**src/rtl/s3g_pkg.sv**
```systemverilog
// Shared definitions for the S3G packet receiver: FSM states, error codes
// and the CRC-8/MAXIM byte update used on the payload.
package s3g_pkg;

  typedef enum logic [1:0] {
    S_IDLE = 2'd0,
    S_LEN  = 2'd1,
    S_DATA = 2'd2,
    S_CRC  = 2'd3
  } state_e;

  localparam logic [1:0] ERR_NONE    = 2'd0;
  localparam logic [1:0] ERR_CRC     = 2'd1;
  localparam logic [1:0] ERR_LEN     = 2'd2;
  localparam logic [1:0] ERR_TIMEOUT = 2'd3;

  // Reflected polynomial 0x8C (x^8+x^5+x^4+1), shifted LSB first.
  function automatic logic [7:0] crc8_maxim_next(input logic [7:0] crc,
                                                 input logic [7:0] data);
    logic [7:0] c;
    c = crc ^ data;
    for (int i = 0; i < 8; i++) begin
      if (c[0]) begin
        c = (c >> 1) ^ 8'h8C;
      end else begin
        c = c >> 1;
      end
    end
    return c;
  endfunction

endpackage

```
**src/rtl/s3g_buf_ram.sv**
```systemverilog
// Payload buffer: one write port, one registered read port. Out-of-range
// reads return zero; a read of the address being written returns old data.
module s3g_buf_ram #(
  parameter int DEPTH = 32
) (
  input  logic       clk,
  input  logic       rst,
  input  logic       wr_en,
  input  logic [7:0] wr_addr,
  input  logic [7:0] wr_data,
  input  logic [7:0] rd_addr,
  output logic [7:0] rd_data
);

  localparam int         AW      = (DEPTH > 1) ? $clog2(DEPTH) : 1;
  localparam logic [7:0] DEPTH_B = 8'(DEPTH);

  logic [7:0] mem_q [DEPTH];
  logic [7:0] rd_data_d;
  logic [7:0] rd_data_q;

  // Storage array is deliberately not reset so contents survive an abort.
  always_ff @(posedge clk) begin
    if (wr_en && (wr_addr < DEPTH_B)) begin
      mem_q[wr_addr[AW-1:0]] <= wr_data;
    end
  end

  // Read mux with out-of-range addresses forced to zero.
  always_comb begin
    rd_data_d = 8'h00;
    if (rd_addr < DEPTH_B) begin
      rd_data_d = mem_q[rd_addr[AW-1:0]];
    end else begin
      rd_data_d = 8'h00;
    end
  end

  // Registered read data.
  always_ff @(posedge clk) begin
    if (rst) begin
      rd_data_q <= 8'h00;
    end else begin
      rd_data_q <= rd_data_d;
    end
  end

  assign rd_data = rd_data_q;

endmodule

```
**src/rtl/s3g_packet_rx.sv**
```systemverilog
// Byte-stream packet receiver: START, LEN, payload, CRC-8/MAXIM, with an
// inter-byte timeout and a readable buffer holding the last good payload.
module s3g_packet_rx
  import s3g_pkg::*;
#(
  parameter int         MAX_PAYLOAD    = 32,
  parameter int         TIMEOUT_CYCLES = 1000000,
  parameter logic [7:0] START_BYTE     = 8'hD5
) (
  input  logic       clk,
  input  logic       rst,
  input  logic [7:0] rx_data,
  input  logic       rx_done,
  output logic       packet_done,
  output logic       packet_error,
  output logic [1:0] error_code,
  output logic       busy,
  output logic       buffer_valid,
  output logic [7:0] payload_len,
  input  logic [7:0] buffer_addr,
  output logic [7:0] buffer_data
);

  localparam int          TW      = $clog2(TIMEOUT_CYCLES);
  localparam logic [TW-1:0] TO_LAST = TW'(TIMEOUT_CYCLES - 1);
  localparam logic [7:0]  MAX_LEN = 8'(MAX_PAYLOAD);

  state_e      state_q, state_d;
  logic [7:0]  payload_len_q, payload_len_d;
  logic [7:0]  cnt_q, cnt_d;
  logic [7:0]  ptr_q, ptr_d;
  logic [7:0]  crc_q, crc_d;
  logic [TW-1:0] to_q, to_d;
  logic        buffer_valid_q, buffer_valid_d;
  logic        done_q, done_d;
  logic        err_q, err_d;
  logic [1:0]  error_code_q, error_code_d;
  logic        busy_q, busy_d;
  logic        wr_en_s;
  logic        timeout_hit_s;

  // A byte arriving on the expiry cycle suppresses the timeout.
  assign timeout_hit_s = (state_q != S_IDLE) && !rx_done && (to_q == TO_LAST);

  // Next-state, datapath and pulse decode.
  always_comb begin
    state_d        = state_q;
    payload_len_d  = payload_len_q;
    cnt_d          = cnt_q;
    ptr_d          = ptr_q;
    crc_d          = crc_q;
    buffer_valid_d = buffer_valid_q;
    done_d         = 1'b0;
    err_d          = 1'b0;
    error_code_d   = error_code_q;
    wr_en_s        = 1'b0;

    if ((state_q == S_IDLE) || rx_done || timeout_hit_s) begin
      to_d = '0;
    end else begin
      to_d = to_q + TW'(1);
    end

    case (state_q)
      S_IDLE: begin
        if (rx_done && (rx_data == START_BYTE)) begin
          state_d        = S_LEN;
          buffer_valid_d = 1'b0;
          payload_len_d  = 8'h00;
          ptr_d          = 8'h00;
        end else begin
          state_d = S_IDLE;
        end
      end
      S_LEN: begin
        if (rx_done) begin
          payload_len_d = rx_data;
          crc_d         = 8'h00;
          if (rx_data == 8'h00) begin
            state_d = S_CRC;
          end else if (rx_data > MAX_LEN) begin
            state_d      = S_IDLE;
            err_d        = 1'b1;
            error_code_d = ERR_LEN;
          end else begin
            state_d = S_DATA;
            cnt_d   = rx_data;
          end
        end else if (timeout_hit_s) begin
          state_d      = S_IDLE;
          err_d        = 1'b1;
          error_code_d = ERR_TIMEOUT;
        end else begin
          state_d = S_LEN;
        end
      end
      S_DATA: begin
        if (rx_done) begin
          wr_en_s = 1'b1;
          ptr_d   = ptr_q + 8'd1;
          cnt_d   = cnt_q - 8'd1;
          crc_d   = crc8_maxim_next(crc_q, rx_data);
          if (cnt_q == 8'd1) begin
            state_d = S_CRC;
          end else begin
            state_d = S_DATA;
          end
        end else if (timeout_hit_s) begin
          state_d      = S_IDLE;
          err_d        = 1'b1;
          error_code_d = ERR_TIMEOUT;
        end else begin
          state_d = S_DATA;
        end
      end
      S_CRC: begin
        if (rx_done) begin
          state_d = S_IDLE;
          if (rx_data == crc_q) begin
            done_d         = 1'b1;
            buffer_valid_d = 1'b1;
          end else begin
            err_d        = 1'b1;
            error_code_d = ERR_CRC;
          end
        end else if (timeout_hit_s) begin
          state_d      = S_IDLE;
          err_d        = 1'b1;
          error_code_d = ERR_TIMEOUT;
        end else begin
          state_d = S_CRC;
        end
      end
      default: begin
        state_d = S_IDLE;
      end
    endcase

    busy_d = (state_d != S_IDLE);
  end

  // State and output registers; reset aborts silently without a pulse.
  always_ff @(posedge clk) begin
    if (rst) begin
      state_q        <= S_IDLE;
      payload_len_q  <= 8'h00;
      cnt_q          <= 8'h00;
      ptr_q          <= 8'h00;
      crc_q          <= 8'h00;
      to_q           <= '0;
      buffer_valid_q <= 1'b0;
      done_q         <= 1'b0;
      err_q          <= 1'b0;
      error_code_q   <= ERR_NONE;
      busy_q         <= 1'b0;
    end else begin
      state_q        <= state_d;
      payload_len_q  <= payload_len_d;
      cnt_q          <= cnt_d;
      ptr_q          <= ptr_d;
      crc_q          <= crc_d;
      to_q           <= to_d;
      buffer_valid_q <= buffer_valid_d;
      done_q         <= done_d;
      err_q          <= err_d;
      error_code_q   <= error_code_d;
      busy_q         <= busy_d;
    end
  end

  s3g_buf_ram #(
    .DEPTH(MAX_PAYLOAD)
  ) u_buf (
    .clk    (clk),
    .rst    (rst),
    .wr_en  (wr_en_s),
    .wr_addr(ptr_q),
    .wr_data(rx_data),
    .rd_addr(buffer_addr),
    .rd_data(buffer_data)
  );

  assign packet_done  = done_q;
  assign packet_error = err_q;
  assign error_code   = error_code_q;
  assign busy         = busy_q;
  assign buffer_valid = buffer_valid_q;
  assign payload_len  = payload_len_q;

endmodule

```
**config.mk**
```make
export PLATFORM = sky130hd
export DESIGN_NAME = s3g_packet_rx
export DESIGN_NICKNAME = d
export VERILOG_FILES = /design/src/rtl/s3g_pkg.sv /design/src/rtl/s3g_buf_ram.sv /design/src/rtl/s3g_packet_rx.sv
export SDC_FILE = /design/constraint.sdc
export NUM_CORES = 1
export LEC_CHECK = 0
export ABC_AREA = 1
export ABC_CLOCK_PERIOD_IN_PS = 5600
export BUFFER_PORTS_ARGS = -buffer_cell sky130_fd_sc_hd__buf_2
export CORE_ASPECT_RATIO = 2
export CORE_UTILIZATION = 60
export DETAILED_ROUTE_END_ITERATION = 8
export PLACE_DENSITY = 0.8
export SETUP_SLACK_MARGIN = 0.02
export SLEW_MARGIN = 10
export SYNTH_ARGS = -nofsm -noshare
export SYNTH_HDL_FRONTEND = slang
export SYNTH_SLANG_ARGS = --single-unit
```
**constraint.sdc**
```tcl
create_clock -name clk -period 5.6 [get_ports clk]
set_input_delay 1.12 -clock clk [delete_from_list [all_inputs] [get_ports clk]]
set_output_delay 1.12 -clock clk [all_outputs]
set_load 0.005 [all_outputs]
```
==> results of run 1 <==
## cells by family (layout without fill, tap and decap cells)
| group | after synthesis | after routing | share of synthesized area, % |
|---|---|---|---|
| buffers and inverters | 130 | 164 | 4.02 |
| adders and majority gates | 7 | 7 | 0.642 |
| DFF | 324 | 324 | 66.4 |
| xor gates and xnor gates | 18 | 18 | 1.16 |
| and+or+nand+nor | 519 | 519 | 16.1 |
| AOI/OAI and AO/OA | 269 | 269 | 11.7 |
## power by group
group	switching, mW	internal, mW	total [mW]
Sequential	0.000665	2.59	2.59
Clock	0.826	1.14	1.97
Combinational	0.194	0.0616	0.255
Total	1.02	3.79	4.81
## final timing paths
kind | depth (start not counted) | from | slack [ps] | end
setup / recovery | 7 | rx_done | 2350 | u_buf.mem_q[11][5]
setup reg to reg | 6 | state_q[1] | 2410 | u_buf.mem_q[11][5]
hold reg to reg | 1 | to_q[0] | 460 | to_q[0]
hold / removal | 1 | to_q[0] | 460 | to_q[0]
## final cells by class
class,instances,area (um^2),area share (%)
inverters,66,249,1.67
repair buffers,50,278,1.87
multi-input cells,813,4040,27.1
clock inverters,17,215,1.45
well taps,276,345,2.32
clock buffers,31,711,4.78
flip-flops and latches,324,9050,60.8
## registers in the layout, indices dropped and copies added, names as in the netlist, 2 cells and up
| signal | count |
|---|---|
| cnt_q | 8 |
| crc_q | 8 |
| error_code | 2 |
| payload_len | 8 |
| ptr_q | 8 |
| state_q | 2 |
| to_q | 20 |
| u_buf.mem_q | 256 |
| u_buf.rd_data | 8 |
## layer usage
| layer | vias to the layer above | wire [um] | GRT usage, % |
|---|---|---|---|
| li1 | 4537 | - | - |
| met1 | 4699 | 11300 | 33.3 |
| met2 | 578 | 18700 | 55.6 |
| met3 | 172 | 2570 | 4.06 |
| met4 | 0 | 2610 | 22.0 |
| met5 | - | 0 | 0 |
## worst reg2reg max path, stage by stage, from the launching register on
cell and delay, ps:
dfxtp_1 440, nand2_1 300, nor2_2 510, inv_1 190, nor4_4 220, nand2_1 490, nor2_1 680
## cells in the final DEF, fill, tap and decap left out, types with 5 or more instances in the layout
cell type  count
edfxtp_1     256
nor2_1       235
nand2_1      158
o21ai_0      151
nand3_1       76
dfxtp_1       68
o221ai_1      62
inv_1         61
a21oi_1       45
buf_2         39
clkbuf_16     27
nand4_1       18
buf_4         11
xnor2_1        9
xor2_1         9
nor3_1         9
clkinv_2       8
ha_1           7
or2_2          5
bufinv_16      5
## stage by stage
step	area [um^2]	instances	setup WS, ps	power [mW]	hold WS, ps
2_1_floorplan	13600	1267	2990	2.79	418
3_3_place_gp	14000	1529	1960	2.89	434
3_5_place_dp	14000	1529	1840	2.89	441
4_1_cts	14900	1577	2420	4.81	455
5_1_grt	14900	1577	2170	4.93	476
6_report	14900	1577	2350	4.81	459
==> metrics.txt, run 1 <==
status=complete, but fails checks; violated checks=design-rule violations; clk sinks=324; fin crit share=58.0%; vias in the first global route=roughly 10000; Post-synth EDFFs=256; Syn Area/Cell=~11 um^2; yosys warns=0; clock-pin slew on the worst setup and hold paths=70 ps; clock tree buffer depth=3; Area Overhead vs Synth=9.17%; Syn Inst Count=1267; first-pass detailed-route iteration total=9; final core occ=67.2%; CP Data Arrival Time=3430 ps; initial antenna violation count=0; MaxCap Viol Count=0; max frequency=0.308 GHz; setup TNS=0 ps; Final Critical Period=3250 ps; Seq/Total Area, Yosys=between 60% and 70%; GRT Util Overall=31.3%; Post-synth top cells=edfxtp_1 (256), nor2_1 (235), nand2_1 (158), o21ai_0 (151), nand3_1 (76); PortBufs=40; GPL Wtd Cong=about 0.95; slowest stage cell, crit path=nor2_1; post_cts resized=0; TritonCTS buffer count=26; Slew HR=32.4%; PwrDens=323 nW/um^2; largest area contributor in the netlist=edfxtp_1; critical-path maximum fanout=12; Row Count=77; CP Buf/Inv Count=3; Area contributors post-synth=edfxtp_1 (56%), dfxtp_1 (10%), nor2_1 (6.5%); H-tree depth=1; routed len/inst=between 20 and 25 um; Mapped Nets=1293; Post-CTS Setup Inserts=0; clock skew=10.7 ps; mapped cell area=13600 um^2; final hold violation count=0; Peak VDD IR=around 0.00027 V; worst-path cell chain=buf_2 > inv_2 > nor2_2 > inv_1 > nor4_4 > nand2_1 > nor2_1; Slew Limit Fails=0; setup violation total in the final timing report=0; CP required=around 5800 ps; DIE AREA=23400 um^2; Root Driver=clkbuf_16; Main synth FF type=edfxtp_1; Routed WL=35200 um; HP Class=reg2reg; layout cells sized above 1=8.69%; Startpoint Class=input port; critical path's top delay family=simple AND/OR/NAND/NOR gates; CP Capture Type=register; Initial Util=61.5%; Via density=6.33; most numerous cell in the Yosys netlist=edfxtp_1; FILL cells=~1700; unrepaired setup endpoints after global routing=no; post-route ant nets=0; total gr overflow=0; Clock Latency Late Sink=550 ps; Netlist cell types=37; die height=215 um; Layout Nets=1307; CP peak stage delay=680 ps; number of synthesized register bits=around 320; CTS tree=done; 1st-iter DRT viols=about 1100; critical path class=in2reg; core area=22200 um^2; HPWL Detailed=about 23000 um; global-route wire length before repair=53200 um; Hold-fix buffers, CTS=0; largest net degree at the start of global routing=109; static leakage=5.13 nW; # diodes=0; I/O Pins=41; DR vias=~10000; # DRC=1; ys async rst share=0%; Die Span X=approximately 110 um; Slew @ Worst Pin=1010 ps; Yosys top cell area share=56.4%
(Power assumes the default switching activity.)
==> run 2: changes to the inputs <==
ABC_CLOCK_PERIOD_IN_PS = 3400   (was 5600)
clock period = 3.4 ns   (was 5.6 ns; I/O delays follow)
==> metrics.txt, run 2 (synthesis results as in run 1) <==
Startpoint Class=register (was input port); largest net degree at the start of global routing=129 (was 109); CP Capture Type=register (unchanged); global-route wire length before repair=51900 um (was 53200 um); Post-CTS Setup Inserts=0 (unchanged); TritonCTS buffer count=26 (unchanged); clock-pin slew on the worst setup and hold paths=70 ps (about the same); vias in the first global route=10200 (was 9816); HP Class=reg2reg (unchanged); setup TNS=0 ps (unchanged); PwrDens=523 nW/um^2 (was 323 nW/um^2); max frequency=0.402 GHz; max reg flops=256 (unchanged); critical-path maximum fanout=11 (was 12); Power Internal=6.31 mW (was 3.79 mW); unrepaired setup endpoints after global routing=no (unchanged); MaxCap Viol Count=0 (unchanged); Hold-fix buffers, CTS=0 (unchanged); HPWL Detailed=22100 um (was 23200 um); fin crit share=73.2%; Root Driver=clkbuf_16 (unchanged); GRT Util Overall=29.5% (was 31.3%); core area=22200 um^2 (unchanged); commonest cells after routing, fill and taps aside=edfxtp_1 (256), nor2_1 (235), nand2_1 (158), o21ai_0 (151), nand3_1 (76) (unchanged); Via density=6.14 (was 6.33); Clock Latency Late Sink=540 ps (was 550 ps); Routed WL=33300 um (was 35200 um); leading cell type in the layout, fill and taps excluded=edfxtp_1 (unchanged); Reg power frac=53.5% (was 53.8%); static leakage=5.34 nW (was 5.13 nW); Initial Util=61.5% (unchanged); switching share of power=20.8% (was 21.2%); Slew Limit Fails=0 (unchanged); CP required=3580 ps (was 5780 ps); routed len/inst=20.6 um (was 22.3 um); 1st-iter DRT viols=991 (was 1126); clock tree buffer depth=3 (unchanged); post_cts resized=0 (unchanged); Slew @ Worst Pin=887 ps (was 1010 ps); post-route ant nets=0 (unchanged); Die Span X=109 um (unchanged); Peak VDD IR=0.000445 V (was 0.000271 V); die height=215 um (unchanged); critical path class=reg2reg (was in2reg); DR vias=9932 (was 9986); Clk pwr share=41.3% (was 40.8%); final hold violation count=0 (unchanged); min-delay src=to_q[0] (unchanged); Row Count=77 (unchanged); layout cells sized above 1=11.3% (was 8.69%); Comb power frac=5.2% (was 5.3%); CTS tree=done (unchanged); crit path from=state_q[1] (was rx_done); Layout Nets=1347 (was 1307); H-tree depth=1 (unchanged); Final Power=7.97 mW (was 4.81 mW); PortBufs=40 (unchanged); Slew HR=40.4% (was 32.4%); I/O Pins=41 (unchanged); DIE AREA=23400 um^2 (unchanged); GPL Wtd Cong=0.840 (was 0.950); switching power total=1.66 mW (was 1.02 mW); # DRC=0 (was 1); FILL cells=1623 (was 1657); worst r2r src=state_q[1] (unchanged); first-pass detailed-route iteration total=5 (was 9); clock skew=10.0 ps (was 10.7 ps); setup violation total in the final timing report=0 (unchanged); initial antenna violation count=0 (unchanged); clk sinks=324 (unchanged); Final Critical Period=2490 ps; status=finished clean (was complete, but fails checks); CP Data Arrival Time=2670 ps (was 3430 ps); total gr overflow=0 (unchanged); Area Overhead vs Synth=11.8% (was 9.17%)
-- run 2: changes by cell type in the layout (fill, tap and decap cells not counted) --
| cell | before | now |
|---|---|---|
| clkinvlp_4 | 1 | 5 |
| inv_8 | 1 | 0 |
| buf_12 | 0 | 3 |
| buf_4 | 11 | 48 |
| clkbuf_8 | 2 | 1 |
| diode_2 | 0 | 1 |
| clkbuf_1 | 2 | 5 |
| clkinv_2 | 8 | 4 |
| bufinv_16 | 5 | 6 |
| clkinv_1 | 3 | 1 |
-- run 2: through the flow --
stage	cell area (um^2)	util [%]	instances	hold WS (ps)	setup slack, ps
2_1_floorplan	13600	-	1267	418	1230
3_3_place_gp	14300	64.5	1569	428	880
3_5_place_dp	14300	64.5	1569	436	813
4_1_cts	15200	68.8	1617	451	948
5_1_grt	15200	68.8	1617	468	770
6_report	15200	68.8	1618	455	912
-- run 2: worst max-delay path, stage by stage (launching register included) --
cell and delay [ps]:
dfxtp_1 440, nand2_1 310, nor2_2 210, inv_1 120, nor4_4 210, nand2_1 290
nor2_1 540
-- run 2: final timing paths --
kind	endpoint	slack, ps	cells after the start
max	u_buf.mem_q[12][7]	910	6
min	to_q[0]	460	1
max reg2reg	u_buf.mem_q[12][7]	910	6
min reg2reg	to_q[0]	460	1
-- run 2: final cells by class --
cell class / count / area (um^2) / share of cell area (%)
multi-input combinational: 813 / 4040 / 26.5
clock buffer: 33 / 708 / 4.65
timing repair buffer: 90 / 616 / 4.04
tap: 276 / 345 / 2.27
antenna: 1 / 2.50 / 0.0164
inverter: 66 / 249 / 1.63
clock inverter: 15 / 236 / 1.55
sequential: 324 / 9050 / 59.4
-- run 2: power by group through the flow --
stage	combinational (mW)	sequential [mW]	clock, mW
after floorplan	0.235	4.36	0
after global placement	0.392	4.36	0
after detailed placement	0.406	4.36	0
after CTS	0.409	4.27	3.34
after global routing	0.447	4.26	3.46
final	0.413	4.27	3.29
-- run 2: routing by layer --
metal / vias up / track usage, % / wire (um)
li1: 4621 / - / -
met1: 4735 / 30.1 / 11100
met2: 434 / 54.3 / 18000
met3: 142 / 3.46 / 1880
met4: 0 / 20.1 / 2230
met5: - / 0 / 0
